## src/rtl/uart_alu_host.sv

```systemverilog
`default_nettype none
// +-----------------------------------------------------------------------------+
// | uart_alu_host: frames {opcode,A,B} into a 12-byte command, collects a 4-byte |
// | little-endian result or times out.            Revision: 1.0                  |
// +-----------------------------------------------------------------------------+
module uart_alu_host #(
    parameter int TIMEOUT_CYCLES = 2_000_000,
    parameter int CNT_W          = 21
) (
    input  logic        clk_i,
    input  logic        rst_ni,
    input  logic        cmd_valid_i,
    output logic        cmd_ready_o,
    input  logic [7:0]  cmd_opcode_i,
    input  logic [31:0] cmd_a_i,
    input  logic [31:0] cmd_b_i,
    output logic [7:0]  tx_data_o,
    output logic        tx_valid_o,
    input  logic        tx_ready_i,
    input  logic [7:0]  rx_data_i,
    input  logic        rx_valid_i,
    output logic        rsp_valid_o,
    input  logic        rsp_ready_i,
    output logic [31:0] rsp_data_o,
    output logic        rsp_timeout_o
);

    typedef enum logic [1:0] {
        S_IDLE = 2'd0,
        S_SEND = 2'd1,
        S_WAIT = 2'd2,
        S_RESP = 2'd3
    } state_t;

    localparam logic [CNT_W-1:0] C_TIMEOUT   = CNT_W'(TIMEOUT_CYCLES);
    localparam logic [CNT_W-1:0] C_TIMER_MAX = '1;

    state_t            r_state,     w_state;
    logic [7:0]        r_op,        w_op;
    logic [31:0]       r_a,         w_a;
    logic [31:0]       r_b,         w_b;
    logic [3:0]        r_idx,       w_idx;
    logic [1:0]        r_cnt,       w_cnt;
    logic [CNT_W-1:0]  r_timer,     w_timer;
    logic [CNT_W-1:0]  w_timer_inc;
    logic [31:0]       r_result,    w_result;
    logic              r_cmd_ready, w_cmd_ready;
    logic [7:0]        r_tx_data,   w_tx_data;
    logic              r_tx_valid,  w_tx_valid;
    logic              r_rsp_valid, w_rsp_valid;
    logic [31:0]       r_rsp_data,  w_rsp_data;
    logic              r_rsp_to,    w_rsp_to;

    function automatic logic [7:0] frame_byte(input logic [3:0] idx, input logic [7:0] op,
                                              input logic [31:0] a, input logic [31:0] b);
        case (idx)
            4'd0:    return op;
            4'd2:    return 8'h0C;
            4'd4:    return a[7:0];
            4'd5:    return a[15:8];
            4'd6:    return a[23:16];
            4'd7:    return a[31:24];
            4'd8:    return b[7:0];
            4'd9:    return b[15:8];
            4'd10:   return b[23:16];
            4'd11:   return b[31:24];
            default: return 8'h00;
        endcase
    endfunction

    always_comb begin
        w_state     = r_state;
        w_op        = r_op;
        w_a         = r_a;
        w_b         = r_b;
        w_idx       = r_idx;
        w_cnt       = r_cnt;
        w_timer     = r_timer;
        w_result    = r_result;
        w_cmd_ready = r_cmd_ready;
        w_tx_data   = r_tx_data;
        w_tx_valid  = r_tx_valid;
        w_rsp_valid = r_rsp_valid;
        w_rsp_data  = r_rsp_data;
        w_rsp_to    = r_rsp_to;
        w_timer_inc = (r_timer == C_TIMER_MAX) ? r_timer : r_timer + 1'b1;

        case (r_state)
            S_IDLE: begin
                if (cmd_valid_i && r_cmd_ready) begin
                    w_op        = cmd_opcode_i;
                    w_a         = cmd_a_i;
                    w_b         = cmd_b_i;
                    w_idx       = 4'd0;
                    w_tx_data   = cmd_opcode_i;
                    w_tx_valid  = 1'b1;
                    w_cmd_ready = 1'b0;
                    w_state     = S_SEND;
                end
            end
            S_SEND: begin
                if (tx_ready_i) begin
                    if (r_idx == 4'd11) begin
                        w_tx_valid = 1'b0;
                        w_tx_data  = 8'h00;
                        w_cnt      = 2'd0;
                        w_timer    = '0;
                        w_state    = S_WAIT;
                    end else begin
                        w_idx     = r_idx + 4'd1;
                        w_tx_data = frame_byte(r_idx + 4'd1, r_op, r_a, r_b);
                    end
                end
            end
            S_WAIT: begin
                // A byte arriving on the expiry cycle takes priority over the timeout.
                if (rx_valid_i) begin
                    w_timer                     = '0;
                    w_cnt                       = r_cnt + 2'd1;
                    w_result[{r_cnt, 3'b000} +: 8] = rx_data_i;
                    if (r_cnt == 2'd3) begin
                        w_rsp_valid = 1'b1;
                        w_rsp_data  = w_result;
                        w_rsp_to    = 1'b0;
                        w_state     = S_RESP;
                    end
                end else if (w_timer_inc >= C_TIMEOUT) begin
                    w_timer     = w_timer_inc;
                    w_rsp_valid = 1'b1;
                    w_rsp_data  = 32'h0;
                    w_rsp_to    = 1'b1;
                    w_state     = S_RESP;
                end else begin
                    w_timer = w_timer_inc;
                end
            end
            S_RESP: begin
                if (rsp_ready_i) begin
                    w_rsp_valid = 1'b0;
                    w_rsp_data  = 32'h0;
                    w_rsp_to    = 1'b0;
                    w_cmd_ready = 1'b1;
                    w_state     = S_IDLE;
                end
            end
            default: w_state = S_IDLE;
        endcase
    end

    always_ff @(posedge clk_i) begin
        if (!rst_ni) begin
            r_state     <= S_IDLE;
            r_op        <= 8'h00;
            r_a         <= 32'h0;
            r_b         <= 32'h0;
            r_idx       <= 4'd0;
            r_cnt       <= 2'd0;
            r_timer     <= '0;
            r_result    <= 32'h0;
            r_cmd_ready <= 1'b1;
            r_tx_data   <= 8'h00;
            r_tx_valid  <= 1'b0;
            r_rsp_valid <= 1'b0;
            r_rsp_data  <= 32'h0;
            r_rsp_to    <= 1'b0;
        end else begin
            r_state     <= w_state;
            r_op        <= w_op;
            r_a         <= w_a;
            r_b         <= w_b;
            r_idx       <= w_idx;
            r_cnt       <= w_cnt;
            r_timer     <= w_timer;
            r_result    <= w_result;
            r_cmd_ready <= w_cmd_ready;
            r_tx_data   <= w_tx_data;
            r_tx_valid  <= w_tx_valid;
            r_rsp_valid <= w_rsp_valid;
            r_rsp_data  <= w_rsp_data;
            r_rsp_to    <= w_rsp_to;
        end
    end

    assign cmd_ready_o   = r_cmd_ready;
    assign tx_data_o     = r_tx_data;
    assign tx_valid_o    = r_tx_valid;
    assign rsp_valid_o   = r_rsp_valid;
    assign rsp_data_o    = r_rsp_data;
    assign rsp_timeout_o = r_rsp_to;

endmodule
`default_nettype wire

```

## config.mk

```make
export PLATFORM = sky130hd
export DESIGN_NAME = uart_alu_host
export DESIGN_NICKNAME = d
export VERILOG_FILES = /design/src/rtl/uart_alu_host.sv
export SDC_FILE = /design/constraint.sdc
export NUM_CORES = 1
export LEC_CHECK = 0
export BUFFER_PORTS_ARGS = -buffer_cell sky130_fd_sc_hd__buf_2
export CAP_MARGIN = 20
export CORE_ASPECT_RATIO = 0.8
export CORE_UTILIZATION = 40
export DETAILED_ROUTE_END_ITERATION = 16
export GPL_ROUTABILITY_DRIVEN = 0
export PLACE_DENSITY = 0.59
export SLEW_MARGIN = 10
export SYNTH_ARGS = -nofsm -noshare
export SYNTH_HDL_FRONTEND = slang
export SYNTH_SLANG_ARGS = --single-unit
```

## constraint.sdc

```tcl
create_clock -name clk_i -period 3 [get_ports clk_i]
set_input_delay 0.45 -clock clk_i [delete_from_list [all_inputs] [get_ports clk_i]]
set_output_delay 0.45 -clock clk_i [all_outputs]
set_load 0.05 [all_outputs]
```

### After elaboration in Yosys (flattened, before gate mapping)

Index checks and enable logic that the tools add are counted.

| word-level totals | value |
|---|---|
| memories kept | 0 |
| logic and storage cells | 108 |
| ROM bits | 0 |
| bits in writable memories | 0 |
| bits in registers | 177 |
| output and inout port bits | 44 |
| input port bits | 86 |
| latch bits | 0 |

| operators by class | value |
|---|---|
| shifts and indexed selects | 2 |
| equal/unequal tests | 23 |
| mux-type cells | 47 |
| bitwise logic cells | 0 |
| $add $sub $neg | 4 |
| $lt $le $gt $ge | 1 |
| reductions and logical operators | 17 |
| $mul | 0 |
| div/mod/pow operators | 0 |

Operators by type and width:

| cell | count |
|---|---|
| $mux 32 | 4 |
| $mux 21 | 4 |
| $pmux 8 s10 | 1 |
| $pmux 32 s2 | 1 |
| $pmux 21 s2 | 1 |
| $bwmux 32 | 1 |
| $shift 8x7->32 const A | 1 |
| $shiftx 8x7->32 | 1 |
| $mux 8 | 3 |
| $add 21x1->21 const B | 1 |
| $eq 21x21->1 const B | 1 |
| $ge 21x21->1 const B | 1 |
| $eq 4x4->1 const B | 5 |
| $mux 2 | 10 |
| $eq 4x3->1 const B | 4 |
| $pmux 8 s2 | 1 |
| $reduce_and 4->1 | 4 |
| $mux 4 | 3 |
| $ne 2x2->1 const B | 6 |
| $mux 1 | 11 |
| $reduce_and 3->1 | 3 |
| $pmux 1 s2 | 4 |
| $pmux 2 s4 | 1 |
| $pmux 4 s2 | 1 |
| other kinds (14) | 21 |

### Longest topological paths before layout

Gate-level depths: netlist (run 1).

| depth | value |
|---|---|
| depth after elaboration | 6 |
| gate-level depth with buffers | 11 |
| depth with buffers taken out | 9 |

### Worst setup path after synthesis (run 1)

OpenSTA, ideal clock, no wires.

| timing | value |
|---|---|
| path kind | reg2reg |
| start | register r_timer[0] |
| end | register r_rsp_data[10], in the netlist rsp_data_o[10] |
| stages on the path, launching flop included | 12 |
| required time | 2865 ps |
| library setup time | 135 ps |
| setup slack | 242 ps |
| arrival time | 2623 ps |
| path buffers | 2 |
| clock period less this slack | 2758 ps |
| cells stage by stage | dfxtp_1 ha_1 nand3_1 or3_1 clkbuf_1 o211ai_2 xor2_1 or3_4 o31ai_4 a21oi_4 buf_6 o2bb2ai_1 |

| between the ends | value |
|---|---|
| cells in the longest elaborated chain, start to end | 5 |
| elaborated cells on any way between the ends | 6 |
| classes of those cells | add/sub: 1; order compare: 1; eq/ne: 2; mux: 1; reduce/logical: 1 |

Ends and longest elaborated chain:

| element | RTL line | text |
|---|---|---|
| from (decl) | 44 | `logic [CNT_W-1:0] r_timer, w_timer;` |
| from (signal assigned) | 173 | `r_timer <= w_timer;` |
| $add 21x1->21 or $eq 21x21->1 (tied branches) | 86 | `w_timer_inc = (r_timer == C_TIMER_MAX) ? r_timer : r_timer + 1'b1;` |
| $mux 21 * | 86 |  |
| $ge 21x21->1 * | 127 | `end else if (w_timer_inc >= C_TIMEOUT) begin` |
| $ne 3x3->1 (no source line) * | -- |  |
| $reduce_and 4->1 (no source line) * | -- |  |
| to (signal assigned) | 179 | `r_rsp_data <= w_rsp_data;` |
| to (decl) | 51 | `logic [31:0] r_rsp_data, w_rsp_data;` |

Mark *: on every way between the ends. The rest lies on a longest branch, timed or not.
A chain may end at the register's enable or synchronous reset.

### Worst setup path after layout (run 1)

| timing | value |
|---|---|
| start | register r_timer[0] |
| end | register r_rsp_data[3], in the netlist rsp_data_o[3] |

Same word-level chain as after synthesis.

==> results.md, run 1 <==
* Clock tree buffer depth at 2
* Pin slew with the least headroom to its limit at 0.7520 ns
* Status: finished clean
* CTS tree: yes
* H-tree level count at 4
* Mapped Cells at around 970
* Post-synth ARST share at 0%
* Post-synth top flop: dfxtp_1
* Largest net degree at the start of global routing at 83
* Syn_nets at approximately 1100
* Total clock sinks at 177
* Met3 Routed Length at around 1.3 mm
* Peak VDD IR at 0.4310 mV
* PD cells at approximately 700 mW/mm2
* Hold Crit Class: primary input to register
* RSZ-0062 raised after global routing: false
* DP Worst Slack at between 0.15 and 0.2 ns
* Setup TNS at 0 ns
* DRC at 0
* Starting Density at 41.63%
* Die X at roughly 160 um
* Compound-Gate Fraction of Synth Area at 26.42%
* First DRT Iteration DRCs at 731
* Post-route ant nets at 0
* Layout area overhead at 20.73%
* Pwr Total at between 6000 and 7000 uW
* Yosys warning total at 0
* Hold buffer count at cts at 0
* Total GRT Usage at 22.08%
* First-pass GRT wire length at 36.20 mm
* ANT cells at 0
* Syn_area_per_cell at between 8 and 9 um2
* Post-synthesis simple-gate area fraction at 21.34%
* Worst Slack Setup Final at between 0.15 and 0.2 ns
* Max Fclk at between 300 and 400 MHz
* Mux cell area share after synthesis at 0.7625%
* Port bufs at 129
* TritonRoute pass-1 iters at 6
* Final Cycle Share at 94.05%
* Clock-pin slew on the worst setup and hold paths at 0.08 ns
* GRT overflow at 0
* Most frequent cells in the layout: nand2_1, dfxtp_1, a21oi_1
* Post-Synth Adder-Cell Area at 2.490%
* # IOs at 130
* Vias at 7406
* Vias/cell at 5.474
* CP Max Fanout at 32
* LEAKAGE at roughly 0.0038 uW
* Clock Skew at 0.01583 ns
* Core region area at 0.01931 mm2
* Sequential fraction of the synthesis area at 44.07%
* Max Cap Viol at 0
* CP Launch Type: register
* Critical path class: register to register
* Element type at the critical path end: register
* Post-synthesis register bit count at around 180
* Highest Signal Layer: met4
* Fin crit period at 2.822 ns
* Wire per inst at approximately 17 um
* Layout cells sized above 1 at between 20% and 30%
* Nets at 1184
* Layout Cells excl Fill at ~1400
* Arrival @ worst endpoint at around 3.1 ns
* Slew Viols, Final at 0
* Syn Std Cell Area at 0.008040 mm2
* Die Ht at 128.8 um
* Die footprint at between 0.02 and 0.025 mm2
* Final Hold Fails at 0
* Met1 WL at 11.74 mm
* Post-DP HPWL at between 15 and 20 mm
* Clk Latency, worst-skew pair at 0.44 ns
* Data required, critical path at 3.31 ns
* Vias in the first global route at about 6700
* Relative max-transition margin at between 40% and 50%
* Cell Rows at 45
* Synth Area in XOR/XNOR at 0.9804%
* Hold Worst Slack at around 0.24 ns
* Main combinational cell family by area after synthesis: compound AO/OA/AOI/OAI gates
* Root buffer cell: clkbuf_16
* Total Wirelength at 22.55 mm
* Wire length on met2 at between 9 and 10 mm
* Number of synthesized flops with an enable pin at 0
* CTS buffer count at 17
* Initial antenna violation count at 0
* Final Setup Violations at 0
* Placed cell count at about 1300
* Distinct cells, synth at 58
* Commonest non-fill, non-tap cell in the layout: nand2_1
-- sequential cells by signal, indices dropped and copies added (netlist names) --
name / flops
tx_data_o: 8
tx_valid_o: 1
rsp_data_o: 32
rsp_valid_o: 1
r_idx: 4
r_b: 32
r_cnt: 2
r_state: 2
r_a: 32
cmd_ready_o: 1
r_result: 32
r_timer: 21
rsp_timeout_o: 1
r_op: 8
-- logic make-up (layout without fill, tap and decap cells) --
kind of cell	count (synthesis)	count (layout)
AO/OA/AOI/OAI	294	294
AND/OR/NAND/NOR	385	385
buffers and inverters	78	208
adder cells (fa/ha/maj)	16	16
XOR/XNOR	9	9
multiplexers	6	6
flip-flops	177	177
-- path summary, 6_finish.rpt --
path                     from            end  slack [ns]  cells after the start
setup / recovery   r_timer[0]  rsp_data_o[3]        0.18                     10
hold / removal    cmd_b_i[10]        r_b[10]        0.24                      3
setup reg to reg   r_timer[0]  rsp_data_o[3]        0.18                     10
hold reg to reg       r_b[18]        r_b[18]        0.46                      2
-- report_power, final --
part | leakage, uW | switching [uW] | internal [uW]
registers | 0.00144 | 164 | 2600
clock network | 0.000313 | 1150 | 1240
logic | 0.00201 | 1100 | 518
total | 0.00376 | 2410 | 4360
-- metrics by stage --
step,util [%],cell area [um2]
after floorplan,-,8040
after global placement,46.69,9016
after detailed placement,46.69,9016
after CTS,50.08,9672
after global routing,50.26,9707
final,50.26,9707
-- repair_timing --
item	in CTS	in global routing
setup buffers	0	4
endpoints found under the hold margin	0	0
setup endpoints to repair	0	32
gates resized for setup	0	1
-- critical path, stage by stage, from the launching register on --
cell	delay, ns
dfxtp_1	0.39
ha_1	0.23
nand3_1	0.11
or3_1	0.42
o211ai_2	0.24
xor2_1	0.12
or3_4	0.39
o31ai_4	0.33
a21oi_4	0.10
buf_12	0.20
o2bb2ai_2	0.15
-- metal layers --
layer / up-vias / track usage, %
met2: 214 / 31.04
met3: 13 / 4.739
met4: 0 / 4.650
li1: 3654 / -
met5: - / 0
met1: 3525 / 33.92
-- final cells by class --
| cell class | count | area, um2 |
|---|---|---|
| Inverter | 12 | 47.55 |
| Multi-Input combinational cell | 710 | 4192 |
| Clock buffer | 17 | 425.4 |
| Sequential cell | 177 | 3543 |
| Clock inverter | 15 | 230.2 |
| Tap cell | 258 | 322.8 |
| Timing Repair Buffer | 164 | 945.9 |
| Fill cell | 1888 | 9605 |
-- Yosys cell counts, types with 13 or more instances --
library cell	n	area, um2
a21oi_1	132	660.6
a22o_1	13	113.9
a22oi_1	49	367.9
clkbuf_1	60	225.2
dfxtp_1	177	3543
ha_1	16	200.2
nand2_1	193	724.4
nand3_1	15	75.07
nor2_1	82	307.8
nor2b_1	36	225.2
nor3_1	18	90.09
o21ai_0	18	90.09
o2bb2ai_2	27	405.4
Note: power is estimated with default switching activity, not from simulation.
==> inputs of run 2 (changes only) <==
ABC_AREA = 1   (was not set)
PLACE_DENSITY = 0.58   (was 0.59)
==> results.md, run 2 <==
* Synth top area share at 41.04% (was 44.07%)
* Largest net degree at the start of global routing at 134 (was 83)
* Element type at the critical path end: register (unchanged)
* Yosys warning total at 0 (unchanged)
* Vias/cell at 5.095 (was 5.474)
* Cells along the critical path: ha_1 -> inv_2 -> nor2_4 -> nand2_2 -> clkinv_2 -> nand3_4 -> inv_1 -> nor2_1 -> nand2_1 -> nand2_1 -> nand2_1 -> nand2_1 -> nand3_2 -> buf_6 -> nand3_1 -> a21oi_1 (was ha_1 -> nand3_1 -> or3_1 -> o211ai_2 -> xor2_1 -> or3_4 -> o31ai_4 -> a21oi_4 -> buf_12 -> o2bb2ai_2)
* Clock-pin slew on the worst setup and hold paths at 0.07 ns (was 0.08 ns)
* Post-DP HPWL at 17.05 mm (was 15.77 mm)
* Final core utilization at 47.96% (was 50.26%)
* Peak VDD IR at 0.4460 mV (was 0.4310 mV)
* Filler cells at 2168 (was 1888)
* Critical path's top delay family: simple AND/OR/NAND/NOR gates (unchanged)
* Pin slew with the least headroom to its limit at 0.6794 ns (was 0.7520 ns)
* LEAKAGE at 0.004265 uW (was 0.003756 uW)
* First-pass GRT wire length at 39.41 mm (was 36.20 mm)
* TritonRoute pass-1 iters at 11 (was 6)
* Critical path's slowest cell: dfxtp_1 (was or3_1)
* RSZ-0062 raised after global routing: false (unchanged)
* # IOs at 130 (unchanged)
* CTS tree: yes (unchanged)
* Arrival @ worst endpoint at 3.00 ns (was 3.14 ns)
* GRT overflow at 0 (unchanged)
* Hold depth at 3 (unchanged)
* Post-synthesis register bit count at 177 (unchanged)
* PD cells at 716.6 mW/mm2 (was 696.7 mW/mm2)
* Clock Skew at 0.01373 ns (was 0.01583 ns)
* Critical path class: register to register (unchanged)
* Most numerous cell in the Yosys netlist: nand2_1 (unchanged)
* Vias at 8259 (was 7406)
* Final Setup Violations at 0 (unchanged)
* Setup TNS at 0 ns (unchanged)
* Fin crit period at 2.635 ns (was 2.822 ns)
* CP Max Fanout at 38 (was 32)
* Hold Crit Class: primary input to register (unchanged)
* Cell Rows at 47 (was 45)
* Starting Density at 41.24% (was 41.63%)
* Setup crit start: r_timer[0] (unchanged)
* Die Ht at 133.4 um (was 128.8 um)
* Critical path buffer and inverter count at 4 (was 1)
* Clk Latency, worst-skew pair at 0.44 ns (about the same)
* Most frequent CP cell: nand2_1
* Hold Crit Start: cmd_b_i[21] (was cmd_b_i[10])
* Slew Viols, Final at 0 (unchanged)
* Data required, critical path at 3.36 ns (was 3.31 ns)
* Total Wirelength at 24.30 mm (was 22.55 mm)
* Commonest non-fill, non-tap cell in the layout: nand2_1 (unchanged)
* Top post-synthesis cells by area: dfxtp_1, nand2_1, a21oi_1 (unchanged)
* Relative max-transition margin at 54.66% (was 49.86%)
* Total GRT Usage at 22.04% (was 22.08%)
* Post-route ant nets at 0 (unchanged)
* DRC at 6 (was 0)
* CP Launch Type: register (unchanged)
* Top cells by count, synth: nand2_1, dfxtp_1, inv_1 (was nand2_1, dfxtp_1, a21oi_1)
* Post-synth top flop: dfxtp_1 (unchanged)
* Total clock sinks at 177 (unchanged)
* Die X at 166.3 um (was 160.5 um)
* Vias in the first global route at 7536 (was 6663)
* Area after DPL at 0.009457 mm2 (was 0.009016 mm2)
* Most frequent cells in the layout: nand2_1, inv_1, dfxtp_1 (was nand2_1, dfxtp_1, a21oi_1)
* Layout area overhead at 16.29% (was 20.73%)
* Final Hold Fails at 0 (unchanged)
* Setup bufs post-CTS at 0 (unchanged)
* Wire per inst at 14.99 um (was 16.67 um)
* Number of gates resized after cts at 0 (unchanged)
* Max incr delay on CP at 0.46 ns (was 0.42 ns)
* Final Cycle Share at 87.82% (was 94.05%)
* Critical path depth in cells at 16 (was 10)
* Distinct cells, synth at 37 (was 58)
* Post-synth top area cell: dfxtp_1 (unchanged)
* Multi-input logic area at 0.004135 mm2 (was 0.004192 mm2)
* Syn_nets at 1347 (was 1067)
* First DRT Iteration DRCs at 671 (was 731)
* Syn Std Cell Area at 0.008633 mm2 (was 0.008040 mm2)
* Core region area at 0.02094 mm2 (was 0.01931 mm2)
* Root buffer cell: clkbuf_16 (unchanged)
* Status: finished, violations left (was finished clean)
* H-tree level count at 4 (unchanged)
* Initial antenna violation count at 1 (was 0)
* Pwr Total at 7194 uW (was 6763 uW)
* Max Fclk at 379.6 MHz (was 354.4 MHz)
* Port bufs at 129 (unchanged)
* Layout cells sized above 1 at 16.06% (was 21.92%)
* Flip-flop and latch area at 0.003543 mm2 (unchanged)
* Post-layout instance area at 0.01004 mm2 (was 0.009707 mm2)
* Worst r2r src: r_timer[0] (unchanged)
* Number of synthesized flops with an enable pin at 0 (unchanged)
* Hold buffer count at cts at 0 (unchanged)
* Nets at 1440 (was 1184)
* Worst reg-to-reg path cell count at 16 (was 10)
* CTS buffer count at 17 (unchanged)
* Sequential fraction of the synthesis area at 41.04% (was 44.07%)
* Clock tree buffer depth at 2 (unchanged)
* Failing checks: DRC
* Mapped Cells at 1245 (was 965)
* Syn_area_per_cell at 6.934 um2 (was 8.332 um2)
* Max Cap Viol at 0 (unchanged)
* Die footprint at 0.02218 mm2 (was 0.02068 mm2)
* Post-synth ARST share at 0% (unchanged)
## run 2: cell count changes in the layout (fill, tap and decap cells not counted), sizes merged, moves of 36 or more
| cell | before | now |
|---|---|---|
| inv | 19 | 187 |
| nand3 | 15 | 73 |
| o21ai | 18 | 108 |
| a22oi | 49 | 1 |
| o22ai | 6 | 60 |
| nor2b | 36 | 0 |
| a21oi | 133 | 175 |
| nand2 | 193 | 253 |
## run 2: worst min-delay path, cell delays in order
cell,delay (ns)
buf_2,0.09
nand2_1,0.05
a21oi_1,0.05
## run 2: layout make-up
| class | count | share of cell area, % |
|---|---|---|
| Clock inverter | 14 | 1.421 |
| Inverter | 182 | 6.830 |
| Timing Repair Buffer | 141 | 7.615 |
| Tap cell | 269 | 3.352 |
| Clock buffer | 18 | 4.275 |
| Sequential cell | 177 | 35.29 |
| Antenna cell | 1 | 0.02493 |
| Multi-Input combinational cell | 819 | 41.19 |
## run 2: logic make-up after synthesis
kind of cell / synth area share [%]
simple gates: 22.26
xor+xnor: 0.8116
compound gates: 22.17
buf+inv: 11.39
fa+ha+maj: 2.319
flops: 41.04
## run 2: path summary, 6_finish.rpt
| path | to | slack [ns] |
|---|---|---|
| hold reg to reg | r_b[16] | 0.45 |
| setup reg to reg | rsp_valid_o | 0.37 |
| setup / recovery | rsp_valid_o | 0.37 |
| hold / removal | r_b[21] | 0.27 |
## run 2: where the power goes
| part | internal (uW) | total (uW) | switching (uW) |
|---|---|---|---|
| Clock | 1110 | 2190 | 1080 |
| Sequential | 2770 | 2940 | 169 |
| Combinational | 589 | 2070 | 1480 |
## run 2: stage by stage
step	hold slack [ns]	worst slack [ns]	instances
3_5_place_dp	0.4410	0.2336	1588
5_1_grt	0.2693	0.07339	1621
6_report	0.2664	0.3655	1621
3_3_place_gp	0.4373	0.3542	1588
2_1_floorplan	0.4240	0.8132	1245
4_1_cts	0.2596	0.2033	1620
## run 2: routing by layer
| metal | GRT usage (%) | up-vias | share of wire (%) |
|---|---|---|---|
| met5 | 0 | - | 0 |
| met4 | 5.658 | 0 | 0.80 |
| met3 | 3.654 | 14 | 5.3 |
| met2 | 31.36 | 168 | 41 |
| met1 | 33.94 | 3819 | 53 |
| li1 | - | 4258 | - |
==> inputs of run 3 (changes only) <==
CORE_UTILIZATION = 25   (was 40)
PLACE_DENSITY = 0.4   (was 0.58)
==> results.md, run 3 (synthesized netlist as in run 2, its figures left out) <==
* CTS buffer count at 17 (unchanged)
* Data required, critical path at 3.37 ns (was 3.36 ns)
* Clk Latency, worst-skew pair at 0.45 ns (was 0.44 ns)
* Max incr delay on CP at 0.38 ns (was 0.46 ns)
* Vias/cell at 4.653 (was 5.095)
* DP Worst Slack at 0.3361 ns (was 0.2336 ns)
* Die footprint at 0.03528 mm2 (was 0.02218 mm2)
* Hold Crit Class: primary input to register (unchanged)
* Port bufs at 129 (unchanged)
* Total Wirelength at 28.56 mm (was 24.30 mm)
* Post-DP HPWL at 20.87 mm (was 17.05 mm)
* Worst r2r src: r_timer[1] (was r_timer[0])
* Reg2reg end: rsp_data_o[29] (was rsp_valid_o)
* Vias in the first global route at 7855 (was 7536)
* DRC at 0 (was 6)
* Element type at the critical path end: register (unchanged)
* Starting Density at 25.56% (was 41.24%)
* Pwr Total at 7306 uW (was 7194 uW)
* Core region area at 0.03378 mm2 (was 0.02094 mm2)
* Worst reg-to-reg path cell count at 16 (unchanged)
* Final Setup Violations at 0 (unchanged)
* Layout Cells excl Fill at 1791 (was 1621)
* Filler cells at 3779 (was 2168)
* H-tree level count at 4 (unchanged)
* Largest net degree at the start of global routing at 100 (was 134)
* Wire per inst at 15.95 um (was 14.99 um)
* Clock Skew at 0.01357 ns (was 0.01373 ns)
* Cell Rows at 60 (was 47)
* Initial antenna violation count at 0 (was 1)
* Layout cells sized above 1 at 16.51% (was 16.06%)
* First-pass GRT wire length at 44.53 mm (was 39.41 mm)
* Cells along the critical path: ha_1 -> inv_2 -> nor2_4 -> nand2_2 -> clkinv_2 -> nand3_4 -> inv_1 -> nor2_1 -> nand2_1 -> nor2_1 -> nand3_1 -> nand3_2 -> nand2_2 -> buf_12 -> nand2_1 -> a21oi_1 (was ha_1 -> inv_2 -> nor2_4 -> nand2_2 -> clkinv_2 -> nand3_4 -> inv_1 -> nor2_1 -> nand2_1 -> nand2_1 -> nand2_1 -> nand2_1 -> nand3_2 -> buf_6 -> nand3_1 -> a21oi_1)
* Final Cycle Share at 85.71% (was 87.82%)
* CTS tree: yes (unchanged)
* CP Launch Type: register (unchanged)
* Placed cell count at 1759 (was 1588)
* Status: finished clean (was finished, violations left)
* Total GRT Usage at 16.33% (was 22.04%)
* Slew Viols, Final at 0 (unchanged)
* R2R Setup Slk at 0.43 ns (was 0.37 ns)
* Relative max-transition margin at 50.90% (was 54.66%)
* Setup crit start: r_timer[1] (was r_timer[0])
* Setup bufs post-CTS at 0 (unchanged)
* Max Cap Viol at 0 (unchanged)
* Critical path's slowest cell: dfxtp_1 (unchanged)
* Fin crit period at 2.571 ns (was 2.635 ns)
* Final core utilization at 30.45% (was 47.96%)
* ANT cells at 0 (was 1)
* Most frequent cells in the layout: nand2_1, inv_1, dfxtp_1 (unchanged)
* Worst Slack Setup Final at 0.4286 ns (was 0.3655 ns)
* LEAKAGE at 0.004283 uW (was 0.004265 uW)
* PD cells at 710.3 mW/mm2 (was 716.6 mW/mm2)
* Max Fclk at 388.9 MHz (was 379.6 MHz)
* Clock tree buffer depth at 2 (unchanged)
* Vias at 8334 (was 8259)
* RSZ-0062 raised after global routing: false (unchanged)
* Arrival @ worst endpoint at 2.94 ns (was 3.00 ns)
* Nets at 1446 (was 1440)
* Root buffer cell: clkbuf_16 (unchanged)
* First DRT Iteration DRCs at 567 (was 671)
* Crit path capture: rsp_data_o[29] (was rsp_valid_o)
* # IOs at 130 (unchanged)
* Pin slew with the least headroom to its limit at 0.7357 ns (was 0.6794 ns)
* Die Ht at 168.2 um (was 133.4 um)
* Die X at 209.8 um (was 166.3 um)
* GRT overflow at 0 (unchanged)
* Commonest non-fill, non-tap cell in the layout: nand2_1 (unchanged)
* Setup TNS at 0 ns (unchanged)
* Clock-pin slew on the worst setup and hold paths at 0.07 ns (about the same)
* Total clock sinks at 177 (unchanged)
* Hold buffer count at cts at 0 (unchanged)
* Final Hold Fails at 0 (unchanged)
* TritonRoute pass-1 iters at 5 (was 11)
* CP Max Fanout at 21 (was 38)
* Post-route ant nets at 0 (unchanged)
* Layout area overhead at 19.14% (was 16.29%)
* Critical path class: register to register (unchanged)
* Peak VDD IR at 0.3431 mV (was 0.4460 mV)
run 3: changes by cell type in the layout (fill, tap and decap cells not counted), sizes merged:
cell      previous run  this run
buf                141       147
clkinvlp             1         5
clkinv               8         5
diode                1         0
inv                187       186
run 3: cell type report:
class	count	area, um2	area share (%)
clock buffer	18	439.2	4.270
tap	434	543.0	5.279
multi-input combinational	819	4130	40.15
timing repair buffer	147	822.0	7.992
inverter	182	685.7	6.666
sequential	177	3543	34.45
clock inverter	14	122.6	1.192
run 3: where the power goes:
| part | internal, uW | switching [uW] |
|---|---|---|
| logic | 618 | 1570 |
| registers | 2770 | 152 |
| clock network | 1110 | 1090 |
| total | 4500 | 2810 |
run 3: per-layer routing:
layer	GRT usage, %	wire, um
met3	2.742	911
met4	4.062	194
met2	23.86	11990
met5	0	0
met1	24.50	15460
run 3: timing repair:
| action | CTS | global route |
|---|---|---|
| endpoints found under the hold margin | 0 | 0 |
| endpoints found under the setup margin | 0 | 7 |
| gates resized for setup | 0 | 1 |
run 3: how the worst min path moves through the flow:
stage,start,endpoint,slack [ns],cells after the start
2_1_floorplan,r_b[16],r_b[16],0.42,2
3_3_place_gp,r_b[17],r_b[17],0.44,2
3_5_place_dp,r_b[17],r_b[17],0.44,2
4_1_cts,rsp_ready_i,cmd_ready_o,0.24,3
5_1_grt,rsp_ready_i,cmd_ready_o,0.25,3
6_report,cmd_b_i[21],r_b[21],0.27,3
run 3: worst max-delay path: cells and delay by family, from the launching register on:
| kind | cells | cell delay (ns) |
|---|---|---|
| flip-flops | 1 | 0.38 |
| adder cells (fa/ha/maj) | 1 | 0.26 |
| AND/OR/NAND/NOR | 10 | 1.17 |
| buffers and inverters | 4 | 0.55 |
| AO/OA/AOI/OAI | 1 | 0.12 |
run 3: stage by stage:
step	hold WS, ns	cell area, um2
after floorplan	0.4240	8633
after global placement	0.4354	9721
after detailed placement	0.4368	9721
after CTS	0.2389	10280
after global routing	0.2499	10290
final	0.2684	10290
